<file path="src/rtl/sync_estimate_filter.sv">
// sync_estimate_filter
//   Captures the final theta/eps result of each 256-sample block from the CP argmax stage.
//   A SEARCH/LOCKED state machine checks that the timing index is consistent from block to
//   block. While LOCKED, the eps values of agreeing blocks are averaged over 2^LOG2_AVG
//   blocks. The results drive the symbol aligner and the CFO corrector.
// Ports
//   clk        clock
//   rst        synchronous, active-high reset (shared with the argmax stage)
//   theta_in   argmax timing index, registered upstream
//   eps_in     Q1.20 signed CFO estimate, registered upstream
//   theta_est  timing index captured at lock
//   eps_est    averaged CFO, Q1.20 signed
//   est_valid  single-cycle pulse when a new eps_est is available
//   locked     high while in the LOCKED state
module sync_estimate_filter #(
    parameter int CNT_INIT   = -283,
    parameter int BLK_LEN    = 256,
    parameter int LOG2_AVG   = 2,
    parameter int THETA_TOL  = 2,
    parameter int LOCK_CNT   = 3,
    parameter int UNLOCK_CNT = 2,
    parameter int EPS_W      = 21
) (
    input  logic             clk,
    input  logic             rst,
    input  logic [7:0]       theta_in,
    input  logic [EPS_W-1:0] eps_in,
    output logic [7:0]       theta_est,
    output logic [EPS_W-1:0] eps_est,
    output logic             est_valid,
    output logic             locked
);

    localparam int AccW  = EPS_W + LOG2_AVG;
    localparam int AvgW  = LOG2_AVG + 1;
    localparam int AgrW  = $clog2(LOCK_CNT + 1);
    localparam int MissW = $clog2(UNLOCK_CNT + 1);

    localparam logic signed [9:0]  CntInit = 10'(CNT_INIT);
    localparam logic signed [10:0] BlkLen  = 11'(BLK_LEN);

    typedef enum logic [0:0] {StSearch, StLocked} state_e;

    state_e                 state_q, state_d;
    logic signed [9:0]      cnt_q, cnt_d;
    logic                   primed_q, primed_d;
    logic [7:0]             theta_ref_q, theta_ref_d;
    logic [AgrW-1:0]        agree_q, agree_d;
    logic [MissW-1:0]       miss_q, miss_d;
    logic signed [AccW-1:0] acc_q, acc_d;
    logic [AvgW-1:0]        avg_cnt_q, avg_cnt_d;
    logic [7:0]             theta_est_q, theta_est_d;
    logic [EPS_W-1:0]       eps_est_q, eps_est_d;
    logic                   est_valid_q, est_valid_d;
    logic                   locked_q, locked_d;

    logic signed [10:0]     cnt_inc;
    logic                   sample;
    logic signed [7:0]      diff;
    logic                   hit;
    logic signed [AccW-1:0] eps_ext;
    logic signed [AccW-1:0] acc_sum;

    // Mirrors the argmax stage block counter; sample marks the cycle holding a final result.
    assign cnt_inc = {cnt_q[9], cnt_q} + 11'sd1;
    assign sample  = primed_q && (cnt_q == 10'sd0);

    // Circular difference mod 256; -128 falls outside any sane tolerance.
    assign diff    = theta_in - theta_ref_q;
    assign hit     = (int'(diff) >= -THETA_TOL) && (int'(diff) <= THETA_TOL);

    assign eps_ext = AccW'($signed(eps_in));
    assign acc_sum = acc_q + eps_ext;

    always_comb begin
        state_d     = state_q;
        primed_d    = primed_q;
        theta_ref_d = theta_ref_q;
        agree_d     = agree_q;
        miss_d      = miss_q;
        acc_d       = acc_q;
        avg_cnt_d   = avg_cnt_q;
        theta_est_d = theta_est_q;
        eps_est_d   = eps_est_q;
        est_valid_d = 1'b0;
        locked_d    = locked_q;

        if (cnt_inc >= BlkLen) begin
            cnt_d    = 10'sd0;
            primed_d = 1'b1;
        end else begin
            cnt_d = 10'(cnt_inc);
        end

        if (sample) begin
            case (state_q)
                StSearch: begin
                    // agree_q == 0 only for the first sample after reset.
                    if (agree_q != '0 && hit) begin
                        if (agree_q == AgrW'(LOCK_CNT - 1)) begin
                            state_d     = StLocked;
                            locked_d    = 1'b1;
                            theta_est_d = theta_in;
                            agree_d     = '0;
                            miss_d      = '0;
                            acc_d       = '0;
                            avg_cnt_d   = '0;
                        end else begin
                            agree_d = agree_q + AgrW'(1);
                        end
                    end else begin
                        theta_ref_d = theta_in;
                        agree_d     = AgrW'(1);
                    end
                end
                StLocked: begin
                    if (hit) begin
                        miss_d = '0;
                        if (avg_cnt_q == AvgW'((1 << LOG2_AVG) - 1)) begin
                            // Arithmetic shift floors; no rounding by design.
                            eps_est_d   = EPS_W'(acc_sum >>> LOG2_AVG);
                            est_valid_d = 1'b1;
                            acc_d       = '0;
                            avg_cnt_d   = '0;
                        end else begin
                            acc_d     = acc_sum;
                            avg_cnt_d = avg_cnt_q + AvgW'(1);
                        end
                    end else if (miss_q == MissW'(UNLOCK_CNT - 1)) begin
                        // theta_est/eps_est deliberately hold across unlock.
                        state_d     = StSearch;
                        locked_d    = 1'b0;
                        theta_ref_d = theta_in;
                        agree_d     = AgrW'(1);
                        miss_d      = '0;
                        acc_d       = '0;
                        avg_cnt_d   = '0;
                    end else begin
                        miss_d = miss_q + MissW'(1);
                    end
                end
                default: state_d = StSearch;
            endcase
        end
    end

    always_ff @(posedge clk) begin
        if (rst) begin
            state_q     <= StSearch;
            cnt_q       <= CntInit;
            primed_q    <= 1'b0;
            theta_ref_q <= '0;
            agree_q     <= '0;
            miss_q      <= '0;
            acc_q       <= '0;
            avg_cnt_q   <= '0;
            theta_est_q <= '0;
            eps_est_q   <= '0;
            est_valid_q <= 1'b0;
            locked_q    <= 1'b0;
        end else begin
            state_q     <= state_d;
            cnt_q       <= cnt_d;
            primed_q    <= primed_d;
            theta_ref_q <= theta_ref_d;
            agree_q     <= agree_d;
            miss_q      <= miss_d;
            acc_q       <= acc_d;
            avg_cnt_q   <= avg_cnt_d;
            theta_est_q <= theta_est_d;
            eps_est_q   <= eps_est_d;
            est_valid_q <= est_valid_d;
            locked_q    <= locked_d;
        end
    end

    assign theta_est = theta_est_q;
    assign eps_est   = eps_est_q;
    assign est_valid = est_valid_q;
    assign locked    = locked_q;

endmodule

</file>
<file path="config.mk">
export PLATFORM = sky130hd
export DESIGN_NAME = sync_estimate_filter
export DESIGN_NICKNAME = d
export VERILOG_FILES = /design/src/rtl/sync_estimate_filter.sv
export SDC_FILE = /design/constraint.sdc
export NUM_CORES = 1
export LEC_CHECK = 0
export ABC_CLOCK_PERIOD_IN_PS = 5200
export CELL_PAD_IN_SITES_DETAIL_PLACEMENT = 1
export CELL_PAD_IN_SITES_GLOBAL_PLACEMENT = 1
export CORE_AREA = 2 2 100 102
export CTS_CLUSTER_SIZE = 30
export DETAILED_ROUTE_END_ITERATION = 12
export DIE_AREA = 0 0 102 104
export DONT_BUFFER_PORTS = 1
export PLACE_DENSITY = 0.88
export SYNTH_ARGS = -nofsm -noshare
export SYNTH_HDL_FRONTEND = slang
export SYNTH_SLANG_ARGS = --single-unit
</file>
<file path="constraint.sdc">
create_clock -name clk -period 5.2 [get_ports clk]
set_input_delay 1.3 -clock clk [delete_from_list [all_inputs] [get_ports clk]]
set_output_delay 1.3 -clock clk [all_outputs]
set_load 0.005 [all_outputs]
</file>
==> impl_results.md, run 1 <==
- Status: complete, no violations
- Final #Nets: 569
- Maximum vdd ir drop: 0.000100 V
- Met2 WL post-DR: 5340 um
- Tot GR Track Use: 20.6%
- Vias: 3648
- Die Y-Extent: 104 um
- Mux contribution to synthesized area: 4.18%
- Post_cts resized: 0
- Adder-cell share of the synthesized area: 10.2%
- Post-DP HPWL: 7700 um
- Drt pass-1 iters: 4
- Final Power: 0.00115 W
- Worst Hold Class: flip-flop to flip-flop
- Clk Latency, worst-skew pair: 0.36 ns
- Leading cell types in the layout, fill and taps excluded: 81 x dfxtp_1, 51 x nand2_1, 45 x a21oi_1, 34 x nor2_1, 33 x ha_1
- Die X: 102 um
- Post-synth top area share: 36.4%
- Max stage delay on crit path: 0.53 ns
- WP buf/inv: 2
- Grt total ovfl: 0
- ANT nets after route: 0
- Crit path required time: 5.51 ns
- Crit path DAT: 4.50 ns
- CTS tree: done
- Mapped Cells: 506
- Area contributors post-synth: dfxtp_1 36%, ha_1 9.3%, a21oi_1 5.1%, a22o_1 4.3%, xnor2_1 4.3%
- Share of cells above drive strength 1: 5.91%
- Sequential area share after synthesis: 36.4%
- Final Wtd Congestion: 0.834
- Netlist cell types: 56
- Clk sinks: 81
- Vias per Instance: 5.69
- Global-route wire length before repair: 17800 um
- Fillers: 1165
- Hold Fails Final Rpt: 0
- Post-layout util: 49.8%
- DRT iter0 DRCs: 113
- Initial antenna violation count: 0
- Primary FF master, synth: dfxtp_1
- EDFF count, synth: 0
- Highest Signal Layer: met4
- DR WL/cell: 16.4 um
- RSZ-0062 raised after global routing: false
- Leakage: 1.94 nW
- Mean Syn Cell Area: 8.81 sq um
- Synthesized Nets: 572
- Xor/xnor cell area share of the yosys netlist: 6.48%
- Layout area overhead: 6.59%
- Simple-Gate Fraction of Synth Area: 17.9%
- Power per cell area: 243 mW/mm^2
- Final setup violation count: 0
- Setup Fix Bufs, Post-CTS: 0
- Final period utilization: 80.6%
- Crit-path cells: inv_1 -> ha_1 -> inv_1 -> fa_1 -> a21o_1 -> a21oi_1 -> xnor2_1 -> o211ai_1 -> or3_1 -> mux2_4 -> or3_4 -> nor4b_1 -> a211o_1
- Worst Path Class, Setup: input port to flip-flop
- Asr flop ratio synth: 0%
- Cts hold-fix bufs: 0
- Diode count: 0
- CTS buffer count: 9
- Largest delay share family, worst path: simple AND/OR/NAND/NOR gates
- Clock tree buffer depth: 2
- Row count: 36
- Vias in the first global route: 3839
- Post-synthesis compound-gate area fraction: 20.7%
- Initial core utilization: 46.7%
- Max Slew Vio Count: 0
- Worst-path clk slew: 0.09 ns
- CP startpoint: theta_in[0]
- Routed wire length: 10500 um
- Post-synthesis cell area: 0.00446 sq mm
- Metal3 WL: 516 um
- Dominant cell type by area after synthesis: dfxtp_1
- Clock Skew: 0.0103 ns
- I/O pin total: 62
- Post-Layout Inst Area: 0.00475 sq mm
- CP max FO: 20
- Largest net degree at the start of global routing: 68
- Critical Path Start Type: input port
- CP most frequent cell: inv_1
- IO buf count: 0
- Slew margin rel.: 56.8%
- Die area: 0.0106 sq mm
- Met1 WL: 4370 um
- Max Clock Freq: 239 MHz
- Ys Warns: 0
- Tmin final: 4.19 ns
- Yosys reg bits: 81
- Placed Instance Area: 0.00457 sq mm
- Hold wc startpoint: eps_est[9]$_SDFFE_PP0P_
- Least-Margin Pin Slew: 0.630 ns
- Max-cap violation count: 0
- Worst setup EP type: flip-flop
- Clock root cell: clkbuf_8
- DRC violations left: 0
- Reg2reg start: theta_ref_q[0]$_SDFFE_PP0P_
- CP max stage cell: or3_4
- Sum Neg Setup Slack: 0 ns
- Largest family of logic cells by synthesized area: compound AO/OA/AOI/OAI gates
- H-tree depth: 3
- Core outline area: 0.00955 sq mm
- Most common cell after layout, fill and taps aside: dfxtp_1
==> cell usage after synthesis, types with 2 or more instances <==
cell type,number
o31ai_1,3
inv_1,26
nor3b_1,6
buf_6,2
ha_1,33
nor3_1,9
a21o_1,11
nand4_1,3
a21boi_0,2
a211oi_1,3
mux2i_1,16
fa_1,2
o21ai_0,16
o31a_1,2
or2_2,2
o21a_1,4
o211ai_1,3
clkbuf_1,9
a31oi_1,5
nand3_1,10
xor2_1,11
nand2b_1,18
a211o_1,3
or4_1,2
dfxtp_1,81
nor4_1,5
nand2_1,51
o21bai_1,8
a21oi_1,45
and3_1,3
nor2b_1,7
nor2_1,34
xnor2_1,22
a22o_1,22
buf_2,6
==> where the power goes <==
group | switching [W] | internal [W]
Combinational | 0.0000444 | 0.0000336
Clock | 0.000255 | 0.000192
Sequential | 0.00000516 | 0.000624
==> kinds of logic after synthesis <==
| logic type | count (synthesis) |
|---|---|
| flops | 81 |
| compound gates | 137 |
| mux | 18 |
| fa+ha+maj | 35 |
| xor+xnor | 33 |
| buf+inv | 44 |
| simple gates | 158 |
==> path summary, 6_finish.rpt <==
check | end | slack [ns] | cells past startpoint
setup / recovery | eps_est[19]$_SDFFE_PP0P_ | 1.01 | 13
hold / removal | eps_est[9]$_SDFFE_PP0P_ | 0.47 | 2
setup reg to reg | eps_est[19]$_SDFFE_PP0P_ | 1.67 | 12
hold reg to reg | eps_est[9]$_SDFFE_PP0P_ | 0.47 | 2
==> registers in the layout (all words and copies together) (netlist names) <==
register and cells:
theta_est 8, est_valid 1, miss_q 2, primed_q 1, locked 1, avg_cnt_q 3, acc_q 23, state_q 1
eps_est 21, agree_q 2, theta_ref_q 8, cnt_q 10
==> cell type report <==
cell class | instances | area [sq um] | area share, %
inverters | 26 | 97.6 | 2.05
repair buffers | 4 | 30.0 | 0.632
multi-input cells | 381 | 2650 | 55.8
clock buffers | 10 | 138 | 2.90
well taps | 133 | 166 | 3.50
clock inverters | 6 | 50.0 | 1.05
flip-flops and latches | 81 | 1620 | 34.1
==> layer usage <==
| layer | vias up | track usage [%] |
|---|---|---|
| met3 | 22 | 4.44 |
| met5 | - | 0 |
| met1 | 1762 | 23.4 |
| li1 | 1791 | - |
| met4 | 0 | 7.33 |
| met2 | 73 | 37.3 |
==> worst register-to-register path, delay by kind of cell, from the launching register on <==
family	cells	cell delay, ns
xor+xnor	1	0.19
fa+ha+maj	2	0.56
compound gates	4	0.69
buf+inv	1	0.05
simple gates	3	1.29
flops	1	0.36
mux	1	0.35
==> metrics by stage <==
step	std cells	setup WS (ns)	hold WS [ns]
after floorplan	506	1.03	0.440
after global placement	625	0.808	0.452
after detailed placement	625	0.662	0.459
after CTS	641	1.03	0.473
after global routing	641	0.842	0.491
final	641	1.01	0.470
(Power assumes the default switching activity.)
==> run 2: changes to the inputs <==
Settings changed: ABC_CLOCK_PERIOD_IN_PS 5200 to 3500, CORE_AREA 2 2 100 102 to 2 2 104 106, DIE_AREA 0 0 102 104 to 0 0 106 108, PLACE_DENSITY 0.88 to 0.85.
Clock period 5.2 ns to 3.5 ns, I/O delays scaled along.
==> impl_results.md, run 2 (same netlist as run 1, synthesis figures left out) <==
- Routed wire length: 11700 um (+12%)
- Vias: 3745 (+2.7%)
- Final #Nets: 596 (+4.7%)
- IO buf count: 0 (unchanged)
- H-tree depth: 3 (unchanged)
- Final Power: 0.00186 W (+61%)
- Status: complete, no violations
- Global-route wire length before repair: 19500 um (+9.7%)
- Final period utilization: 97.3%
- Vias in the first global route: 4096 (+6.7%)
- Clk sinks: 81 (unchanged)
- Core outline area: 0.0102 sq mm (+7.1%)
- Leakage: 2.11 nW (+9.1%)
- Drt pass-1 iters: 4 (unchanged)
- CP Capture Point: eps_est[8]$_SDFFE_PP0P_
- Crit path DAT: 3.68 ns (-0.82 ns)
- Tot GR Track Use: 21.4% (+0.74 points)
- Diode count: 0 (unchanged)
- Final setup violation count: 0 (unchanged)
- CP startpoint: theta_in[0]
- Initial core utilization: 43.6% (-3.1 points)
- Reg2Reg Depth: 12 (unchanged)
- Hold Fails Final Rpt: 0 (unchanged)
- Worst setup EP type: flip-flop
- Row count: 37 (+2.8%)
- Cts hold-fix bufs: 0 (unchanged)
- Grt total ovfl: 0 (unchanged)
- Worst Path Class, Setup: input port to flip-flop
- Power per cell area: 363 mW/mm^2 (+49%)
- I/O pin total: 62 (unchanged)
- Largest Register: acc_q
- Initial antenna violation count: 0 (unchanged)
- Leading cell types in the layout, fill and taps excluded: 81 x dfxtp_1, 51 x nand2_1, 42 x a21oi_1, 33 x nor2_1, 32 x ha_1
- Reg2reg start: theta_ref_q[1]$_SDFFE_PP0P_
- Largest net degree at the start of global routing: 68 (unchanged)
- DRC violations left: 0 (unchanged)
- Most common cell after layout, fill and taps aside: dfxtp_1
- R2R setup slack: 0.23 ns (-1.44 ns)
- Clk Latency, worst-skew pair: 0.38 ns (+0.02 ns)
- DRT iter0 DRCs: 131 (+16%)
- CTS tree: done
- Crit path required time: 3.77 ns (-1.74 ns)
- Layout area overhead: 14.8%
- Die X: 106 um (+3.9%)
- FF-to-FF End: eps_est[8]$_SDFFE_PP0P_
- Die area: 0.0114 sq mm (+7.9%)
- Max-cap violation count: 0 (unchanged)
- Clock root cell: clkbuf_8
- Slew margin rel.: 65.0% (+8.2 points)
- Max Clock Freq: 294 MHz
- Maximum vdd ir drop: 0.000172 V (+72%)
- Post-DP HPWL: 8840 um (+15%)
- Worst-path clk slew: 0.09 ns (about the same)
- Fillers: 1191 (+2.2%)
- CTS buffer count: 9 (unchanged)
- Worst Hold Class: flip-flop to flip-flop
- Final Wtd Congestion: 0.797 (-4.5%)
- Least-Margin Pin Slew: 0.524 ns (-0.106 ns)
- Max Slew Vio Count: 0 (unchanged)
- DR WL/cell: 17.5 um (+6.9%)
- Clock tree buffer depth: 2 (unchanged)
- Vias per Instance: 5.58 (-1.9%)
- CP max FO: 10 (-50%)
- Dpl cells: 652 (+4.3%)
- Critical Path Start Type: input port
- Die Y-Extent: 108 um (+3.8%)
- Clock Skew: 0.0144 ns (+0.00415 ns)
- FF/Latch Area: 0.00162 sq mm (unchanged)
- Tmin final: 3.41 ns
- Max FFs per register: 23 (unchanged)
- ANT nets after route: 0 (unchanged)
- Share of cells above drive strength 1: 12.7% (+6.8 points)
- Fin cells: 671 (+4.7%)
- Area occupied by multi-input gates: 0.00272 sq mm (+2.6%)
## run 2: worst min path at each step
stage                          endpoint  depth (start not counted)  slack, ns                      from
2_1_floorplan     primed_q$_SDFFE_PP0P_                          2       0.44     primed_q$_SDFFE_PP0P_
3_3_place_gp      primed_q$_SDFFE_PP0P_                          2       0.45     primed_q$_SDFFE_PP0P_
4_1_cts         eps_est[7]$_SDFFE_PP0P_                          2       0.48   eps_est[7]$_SDFFE_PP0P_
6_report       eps_est[14]$_SDFFE_PP0P_                          2       0.47  eps_est[14]$_SDFFE_PP0P_
3_5_place_dp    eps_est[7]$_SDFFE_PP0P_                          2       0.46   eps_est[7]$_SDFFE_PP0P_
5_1_grt         eps_est[7]$_SDFFE_PP0P_                          2       0.50   eps_est[7]$_SDFFE_PP0P_
## run 2: what timing repair did
action                     4_1_cts  5_1_grt
setup buffers                    0        3
gates resized for setup          0       12
setup endpoints to repair        0       35
## run 2: report_power, final
part / leakage [nW] / switching [W] / total [W] / internal, W
Combinational: 1.35 / 0.0000728 / 0.000136 / 0.0000632
Sequential: 0.653 / 0.00000756 / 0.000934 / 0.000927
Clock: 0.113 / 0.000362 / 0.000786 / 0.000423
## run 2: through the flow
stage                     TNS, ns  hold slack [ns]  utilization (%)  setup slack (ns)  area [sq um]
after global routing      -0.0540            0.499             50.0           -0.0179          5120
after floorplan            -0.873            0.440                -           -0.0457          4480
after detailed placement   -10.14            0.464             47.0            -0.255          4810
after global placement      -3.37            0.449             47.0            -0.115          4810
after CTS                       0            0.476             49.2             0.132          5030
final                           0            0.471             50.0            0.0929          5120
## run 2: layout make-up
class / instances / area share [%]
sequential: 81 / 31.7
inverter: 26 / 1.98
multi-input combinational: 381 / 53.1
clock inverter: 6 / 1.76
timing repair buffer: 31 / 5.43
tap: 136 / 3.32
clock buffer: 10 / 2.69
## run 2: worst max-delay path, stage by stage
cell	delay [ns]
clkinvlp_4	0.06
ha_1	0.14
inv_1	0.05
fa_2	0.35
a21o_1	0.18
a21oi_2	0.21
or4_4	0.18
o2111ai_4	0.11
or3_1	0.42
mux2_4	0.34
or3_4	0.45
buf_6	0.16
nand2_1	0.10
a21oi_2	0.07
## run 2: routing by layer
layer / vias to the layer above / GRT usage, % / share of wire, %
met5: - / 0 / 0
met1: 1811 / 23.6 / 41
met2: 73 / 40.4 / 53
met4: 0 / 6.77 / 1.2
li1: 1850 / - / -
met3: 11 / 5.12 / 4.3
==> run 3: changes to the inputs <==
Settings changed: RECOVER_POWER set to 50.
==> results of run 3 <==
No change in the layout: final DEF, timing and power equal those of run 2.
